--- config.mk ---
export PLATFORM = sky130hd
export DESIGN_NAME = store_align_unit
export DESIGN_NICKNAME = d
export VERILOG_FILES = /design/src/rtl/rv32i_types.sv /design/src/rtl/store_lane_gen.sv /design/src/rtl/store_align_unit.sv
export SDC_FILE = /design/constraint.sdc
export NUM_CORES = 1
export LEC_CHECK = 0
export CAP_MARGIN = 20
export CORE_UTILIZATION = 50
export DETAILED_ROUTE_END_ITERATION = 6
export DONT_BUFFER_PORTS = 1
export GPL_TIMING_DRIVEN = 1
export SYNTH_ARGS = -nofsm -noshare
export SYNTH_HDL_FRONTEND = slang
export SYNTH_HIERARCHICAL = 1
export SYNTH_SLANG_ARGS = --single-unit
export TNS_END_PERCENT = 1
--- constraint.sdc ---
create_clock -name clk -period 4.7 [get_ports clk]
set_clock_uncertainty 0.2 [all_clocks]
set_input_delay 0.47 -clock clk [delete_from_list [all_inputs] [get_ports clk]]
set_output_delay 0.47 -clock clk [all_outputs]
set_load 0.02 [all_outputs]
--- src/rtl/rv32i_types.sv ---
// Shared RV32I memory-access types: store/load size encoding, store FSM states, lane masks.
package rv32i_types;

   typedef enum logic [1:0] {
      st_word = 2'b00,
      st_byte = 2'b01,
      st_half = 2'b10,
      st_rsvd = 2'b11
   } store_type_t;

   typedef enum logic [1:0] {
      IDLE,
      BEAT0,
      BEAT1,
      FIN
   } store_state_t;

   localparam logic [3:0] BYTE_MASK = 4'b0001;
   localparam logic [3:0] HALF_MASK = 4'b0011;
   localparam logic [3:0] WORD_MASK = 4'b1111;

   // Reserved encoding yields an empty mask so it can never produce a split.
   function automatic logic [3:0] base_mask(input store_type_t t);
      case (t)
         st_byte: base_mask = BYTE_MASK;
         st_half: base_mask = HALF_MASK;
         st_word: base_mask = WORD_MASK;
         default: base_mask = 4'b0000;
      endcase
   endfunction

endpackage

--- src/rtl/store_lane_gen.sv ---
// Combinational store lane generator: shifts the byte-enable mask and store data to the
// byte offset, producing a two-word view so a word-crossing store can be split into beats.
module store_lane_gen
   import rv32i_types::*;
(
   input  store_type_t store_type,
   input  logic [1:0]  off,
   input  logic [31:0] wdata,
   output logic [6:0]  full_mask,
   output logic [63:0] full_data,
   output logic        split
);

   assign full_mask = {3'b000, base_mask(store_type)} << off;
   assign full_data = {32'b0, wdata} << {off, 3'b000};
   assign split     = |full_mask[6:4];

endmodule

--- src/rtl/store_align_unit.sv ---
// RV32I store alignment unit: drives the data-memory write port with lane-aligned beats.
// Build option STORE_SPLIT_EN: split word-crossing stores into two beats; otherwise reject them.
module store_align_unit
   import rv32i_types::*;
(
   input  logic        clk,
   input  logic        rst_n,
   input  logic        req_valid,
   output logic        req_ready,
   input  logic [1:0]  store_type,
   input  logic [31:0] addr,
   input  logic [31:0] wdata,
   output logic [31:0] mem_address,
   output logic        mem_write,
   output logic [3:0]  mem_byte_enable,
   output logic [31:0] mem_wdata,
   input  logic        mem_resp,
   output logic        done,
   output logic        misaligned
);

   store_state_t state, state_d;
   store_type_t  req_type;
   logic [6:0]   full_mask;
   logic [63:0]  full_data;
   logic         split;
   logic [31:0]  mem_address_d;
   logic [3:0]   mem_byte_enable_d;
   logic [31:0]  mem_wdata_d;
   logic         mem_write_d;
   logic         misaligned_q, misaligned_d;
`ifdef STORE_SPLIT_EN
   logic [2:0]   hi_mask_q, hi_mask_d;
   logic [31:0]  hi_data_q, hi_data_d;
`else
   logic         unused_hi;
   assign unused_hi = ^{full_mask[6:4], full_data[63:32]};
`endif

   assign req_type = store_type_t'(store_type);

   store_lane_gen u_lane_gen (
      .store_type (req_type),
      .off        (addr[1:0]),
      .wdata      (wdata),
      .full_mask  (full_mask),
      .full_data  (full_data),
      .split      (split)
   );

   // NOTE: every signal gets a hold default before the case so no path infers a latch.
   always_comb begin
      state_d           = state;
      mem_address_d     = mem_address;
      mem_byte_enable_d = mem_byte_enable;
      mem_wdata_d       = mem_wdata;
      mem_write_d       = mem_write;
      misaligned_d      = misaligned_q;
`ifdef STORE_SPLIT_EN
      hi_mask_d         = hi_mask_q;
      hi_data_d         = hi_data_q;
`endif
      case (state)
         IDLE: begin
            if (req_valid) begin
               misaligned_d = 1'b0;
               if (req_type == st_rsvd) begin
                  state_d = FIN;
               end
`ifndef STORE_SPLIT_EN
               else if (split) begin
                  state_d      = FIN;
                  misaligned_d = 1'b1;
               end
`endif
               else begin
                  state_d           = BEAT0;
                  mem_write_d       = 1'b1;
                  mem_address_d     = {addr[31:2], 2'b00};
                  mem_byte_enable_d = full_mask[3:0];
                  mem_wdata_d       = full_data[31:0];
`ifdef STORE_SPLIT_EN
                  hi_mask_d         = full_mask[6:4];
                  hi_data_d         = full_data[63:32];
`endif
               end
            end
         end
         BEAT0: begin
            if (mem_resp) begin
`ifdef STORE_SPLIT_EN
               if (|hi_mask_q) begin
                  state_d           = BEAT1;
                  mem_address_d     = mem_address + 32'd4;
                  mem_byte_enable_d = {1'b0, hi_mask_q};
                  mem_wdata_d       = hi_data_q;
               end else
`endif
               begin
                  state_d     = FIN;
                  mem_write_d = 1'b0;
               end
            end
         end
`ifdef STORE_SPLIT_EN
         BEAT1: begin
            if (mem_resp) begin
               state_d     = FIN;
               mem_write_d = 1'b0;
            end
         end
`endif
         FIN:     state_d = IDLE;
         default: state_d = IDLE;
      endcase
   end

   // NOTE: sequential state uses non-blocking assignments so all registers update together.
   always_ff @(posedge clk or negedge rst_n) begin
      if (!rst_n) begin
         state           <= IDLE;
         mem_address     <= 32'b0;
         mem_byte_enable <= 4'b0;
         mem_wdata       <= 32'b0;
         mem_write       <= 1'b0;
         misaligned_q    <= 1'b0;
`ifdef STORE_SPLIT_EN
         hi_mask_q       <= 3'b0;
         hi_data_q       <= 32'b0;
`endif
      end else begin
         state           <= state_d;
         mem_address     <= mem_address_d;
         mem_byte_enable <= mem_byte_enable_d;
         mem_wdata       <= mem_wdata_d;
         mem_write       <= mem_write_d;
         misaligned_q    <= misaligned_d;
`ifdef STORE_SPLIT_EN
         hi_mask_q       <= hi_mask_d;
         hi_data_q       <= hi_data_d;
`endif
      end
   end

   assign req_ready  = (state == IDLE);
   assign done       = (state == FIN);
   assign misaligned = done & misaligned_q;

endmodule

==> flow_summary.yaml, run 1 <==
floorplan:
  die_area_um2: 7280
  rows: 30
  core_area_um2: 6760
  pin_count: 142
  start_util_pct: 51.4
  die_width_um: 85.3
  fp.dieH_um: 85.3
drt:
  drc: 0
  ant_nets: 0
  drt-initial-drc-count: 74
  wl_per_cell_um: 19.8
  drt-total-wl_mm: 6.79
  via_count: 1921
  drt_pass1_iterations: 4
  detail_route.vias_per_cell: 5.62
worst_setup_path:
  cp_max_fo: 45
  path_class: "flop to flop"
  required_ns: 4.71
  cp.arrival_ns: 2.57
  worst_setup_path_start_kind: "flop"
  end_kind: "flop"
sta:
  final.min_clock_period_ns: 2.56
  max_slew_margin_pct: 48.3
  slew_viol_final: 0
  fmax_ghz: 0.390
  final.setup.tns_ns: 0
  rsz0062_at_grt: "false"
  setup_viol: 0
  fin_crit_sh_pct: 54.5
  hold_viol: 0
  tightest_slew_ns: 0.775
global_route:
  grt_antenna_before_repair: 0
  grt_first_pass_wirelength_mm: 10.4
  grt.overflow.total: 0
  grt_max_degree: 71
  grtUsageTotal_pct: 18.6
  grt_pass1_vias: 1947
placement:
  dpl.hpwl_mm: 4.51
  dpl-instance-area_um2: 3420
  io_buffers: 0
  globalplace.congestion: 0.822
cells_and_area:
  syn2layout_area_growth_pct: 6.38
  layout-drive-gt1-share_pct: 36.3
  antenna_cells: 0
  fin_nets: 327
  fin_area_um2: 3690
clocking:
  clkSinkCount: 70
  clk_path_buf_depth: 2
  post_cts_resized: 0
  insertion_delay_ns: 0.33
  postCtsHoldBufs: 2
  numCtsBuffers: 9
  root_buffer: "clkbuf_8"
  htree_levels: 3
  clk_pin_slew_ns: 0.08
  cts_setup_buffers: 0
  cts_tree: "yes"
pwr:
  p_comb_share_pct: 21.9
  sw_frac_of_total_pct: 38.3
  peakVddDrop_mv: 0.263
  pwr-share-seq_pct: 57.1
  p_int_uw: 1600
  clkPwrFrac_pct: 21.0
  p_switching_uw: 993
  powerDensity_nw_per_um2: 702
  p_leak_uw: 0.00180
synth:
  syn_inst: 264
  syn_area_um2: 3470
  yosys_warnings: 6
  syn_area_per_cell_um2: 13.2
status:
  run_status: "finished clean"
min_path:
  hold_class: "primary input to flop"
flow_run:
  cap_violations: 0
worst max-delay path: stages (launching register included):
cell	delay (ns)
dfrtp_1	0.47
nor2_4	0.27
nand3_4	0.61
buf_4	0.53
mux2_4	0.34
per-layer routing:
layer	global-route usage, %	vias up	routed length, um
li1	-	890	-
met1	24.5	928	3070
met2	27.1	97	2960
met3	8.07	6	689
met4	7.27	0	68
met5	0	-	0
cell usage in the layout, fill, tap and decap left out:
cell type / instances
conb_1: 2
and2_1: 9
buf_4: 1
dfrtp_1: 70
mux2_4: 41
buf_16: 1
nor2_1: 20
clkbuf_8: 10
inv_1: 4
a21oi_1: 13
a21boi_0: 1
a41o_1: 1
a211oi_1: 1
o22ai_1: 1
o21ai_0: 11
and3_1: 2
inv_6: 1
a31oi_1: 1
nor2_4: 1
mux2i_1: 16
nand2_1: 13
and2b_1: 1
clkinvlp_4: 1
dlygate4sd3_1: 1
nand3_4: 1
clkinv_4: 2
mux2_2: 33
bufinv_16: 2
or3b_2: 1
power by group through the flow:
stage,Combinational (uW),Sequential [uW],Clock [uW]
after floorplan,530,1420,0
after global placement,534,1490,0
after detailed placement,553,1500,0
after CTS,573,1490,564
after global routing,614,1520,586
final,569,1480,545
layout make-up:
| cell class | count | area (um^2) |
|---|---|---|
| fillers | 574 | 3060 |
| flip-flops and latches | 70 | 1750 |
| multi-input cells | 169 | 1550 |
| clock buffers | 10 | 138 |
| well taps | 80 | 100 |
| clock inverters | 6 | 93.8 |
| repair buffers | 3 | 45.0 |
| inverters | 4 | 15.0 |
sequential cells by signal, indices dropped and copies added, names as in the netlist:
register	count
mem_wdata	32
state	2
mem_byte_enable	4
mem_address	30
mem_write	1
misaligned_q	1
worst paths after layout:
| kind | slack, ns | cells past startpoint | end | from |
|---|---|---|---|---|
| worst max register to register | 2.14 | 4 | mem_address[27] | state[1] |
| worst min register to register | 0.40 | 1 | state[1] | state[1] |
| max in group asynchronous | 3.51 | 2 | mem_address[12] | rst_n |
| worst min-delay path | 0.07 | 2 | state[0] | req_valid |
| min in group asynchronous | 0.53 | 2 | mem_address[14] | rst_n |
| worst max-delay path | 2.14 | 4 | mem_address[27] | state[1] |
metrics by stage:
step	hold slack (ns)	instances	setup slack [ns]	util, %	total power [uW]
CTS	0.0514	342	2.14	54.7	2620
global route	0.0606	342	1.94	54.7	2720
detailed placement	-0.0238	324	1.80	50.7	2050
finish	0.0693	342	2.14	54.7	2590
global placement	-0.0236	324	1.84	50.7	2030
floorplan	-0.0256	265	2.51	-	1950
Power figures use the tool's default switching activity.
==> inputs of run 2 (changes only) <==
Settings changed: PLACE_DENSITY set to 0.68.
Clock period 4.7 ns to 2.2 ns, I/O delays scaled along.
==> run 2 against run 1 <==
Effect of this change: non-clock buffer count up 61; critical endpoint is now misaligned_q; wire length rose by 20%; sequential power rose by 110%; worst setup slack got worse by 1.9 ns; power is 120% higher; core utilization up 8.9 points.
==> flow_summary.yaml, run 2 (synthesis gave the netlist of run 1 again) <==
sta:
  fmax_ghz: 0.502
  max_slew_margin_pct: 44.2
  final.min_clock_period_ns: 1.99
  slew_viol_final: 0
  rsz0062_at_grt: "false"
  hold_viol: 0
  layout_setup_ws_ns: 0.209
  fin_hold_ws_ns: 0.0173
  final.setup.tns_ns: 0
  fin_crit_sh_pct: 90.5
  tightest_slew_ns: 0.834
  setup_viol: 0
worst_setup_path:
  crit_buf_inv: 1
  end_kind: "flop"
  cp_max_fo: 7
  cp.arrival_ns: 2.01
  critPathMaxStageDelay_ns: 0.55
  regToRegEndpoint: "misaligned_q"
  path_class: "flop to flop"
  worst_setup_path_start_kind: "flop"
  required_ns: 2.22
  cp_top_family: "buffers and inverters"
  r2r-start: "state[1]"
  path_cells: "nor2_4 > a21boi_0 > a41o_1 > dlygate4sd3_1"
  r2r_cells: 4
  reg2reg_setup_slack_ns: 0.21
  cp_slowest_cell: "dlygate4sd3_1"
min_path:
  worstHoldStart: "wdata[12]"
  hold_end: "mem_wdata[20]"
  hold_class: "primary input to flop"
  hold_depth: 3
global_route:
  grt_max_degree: 71
  grt_first_pass_wirelength_mm: 12.4
  grt.overflow.total: 0
  grtUsageTotal_pct: 22.7
  grt_antenna_before_repair: 0
  grt_pass1_vias: 2312
pwr:
  finalPower_uw: 5650
  p_leak_uw: 0.00207
  powerDensity_nw_per_um2: 1320
  peakVddDrop_mv: 0.781
drt:
  drc: 0
  drt_pass1_iterations: 5
  via_count: 2221
  wl_per_cell_um: 20.2
  ant_nets: 0
  drt-total-wl_mm: 8.13
  drt-initial-drc-count: 94
  detail_route.vias_per_cell: 5.52
placement:
  io_buffers: 0
  dpl.hpwl_mm: 4.74
  dp_cells: 326
  place_ws_ns: 0.322
  globalplace.congestion: 0.857
cells_and_area:
  fin_nets: 388
  instances_no_fill: 402
  syn2layout_area_growth_pct: 23.6
  largest-register: "mem_wdata"
  biggestRegsByFlops: "mem_wdata x32, mem_address x30, mem_byte_enable x4"
  layout-drive-gt1-share_pct: 29.8
  final_cell_mix: "dfrtp_1 (70), dlygate4sd3_1 (60), mux2_4 (41)"
  final_common_cell: "dfrtp_1"
  largest_reg_flops: 32
  antenna_cells: 0
clocking:
  numCtsBuffers: 9
  cts_tree: "yes"
  post_cts_resized: 0
  cts_setup_buffers: 0
  root_buffer: "clkbuf_8"
  insertion_delay_ns: 0.34
  htree_levels: 3
  clk_path_buf_depth: 2
  clk_pin_slew_ns: 0.08
  clkSinkCount: 70
status:
  run_status: "finished clean"
flow_run:
  cap_violations: 0
floorplan:
  core_area_um2: 6760
  fp.dieH_um: 85.3
  rows: 30
  die_area_um2: 7280
  die_width_um: 85.3
  start_util_pct: 51.4
  pin_count: 142
run 2: where the power goes:
group,internal [uW],leakage [uW],switching (uW)
Clock,632,0.000109,484
Combinational,920,0.00110,434
Sequential,1920,0.000862,1270
run 2: repair_timing:
item / in CTS / in global routing
hold buffers: 61 / 0
endpoints found under the hold margin: 136 / 0
setup endpoints to repair: 0 / 0
run 2: cell type report:
class,instances,area (um^2)
clock buffer,9,124
clock inverter,6,87.6
fill,540,2460
inverter,4,15.0
multi-input combinational,169,1550
sequential,70,1750
tap,80,100
timing repair buffer,64,663
run 2: worst register-to-register path, cell delays in order, from the launching register on:
cell	delay (ns)
dfrtp_1	0.49
nor2_4	0.28
a21boi_0	0.14
a41o_1	0.22
dlygate4sd3_1	0.55
run 2: per-stage QoR:
| step | cell area (um^2) | utilization, % |
|---|---|---|
| floorplan | 3480 | - |
| global placement | 3450 | 51.1 |
| detailed placement | 3450 | 51.1 |
| CTS | 4290 | 63.5 |
| global route | 4290 | 63.5 |
| finish | 4290 | 63.5 |
run 2: how the worst max path moves through the flow:
stage,end,slack [ns],cells after the start,from
finish,misaligned_q,0.21,4,state[1]
global route,mem_wdata[19],0.14,6,store_type[0]
CTS,misaligned_q,0.23,4,state[1]
detailed placement,mem_wdata[28],0.32,7,store_type[1]
global placement,mem_address[21],0.34,7,store_type[1]
floorplan,mem_address[10],0.26,9,addr[0]
run 2: metal layers:
layer | track usage (%) | vias to the layer above | wire (um)
met5 | 0 | - | 0
met3 | 5.35 | 15 | 537
met4 | 10.9 | 0 | 182
met2 | 34.8 | 94 | 3840
li1 | - | 1017 | -
met1 | 30.5 | 1095 | 3570
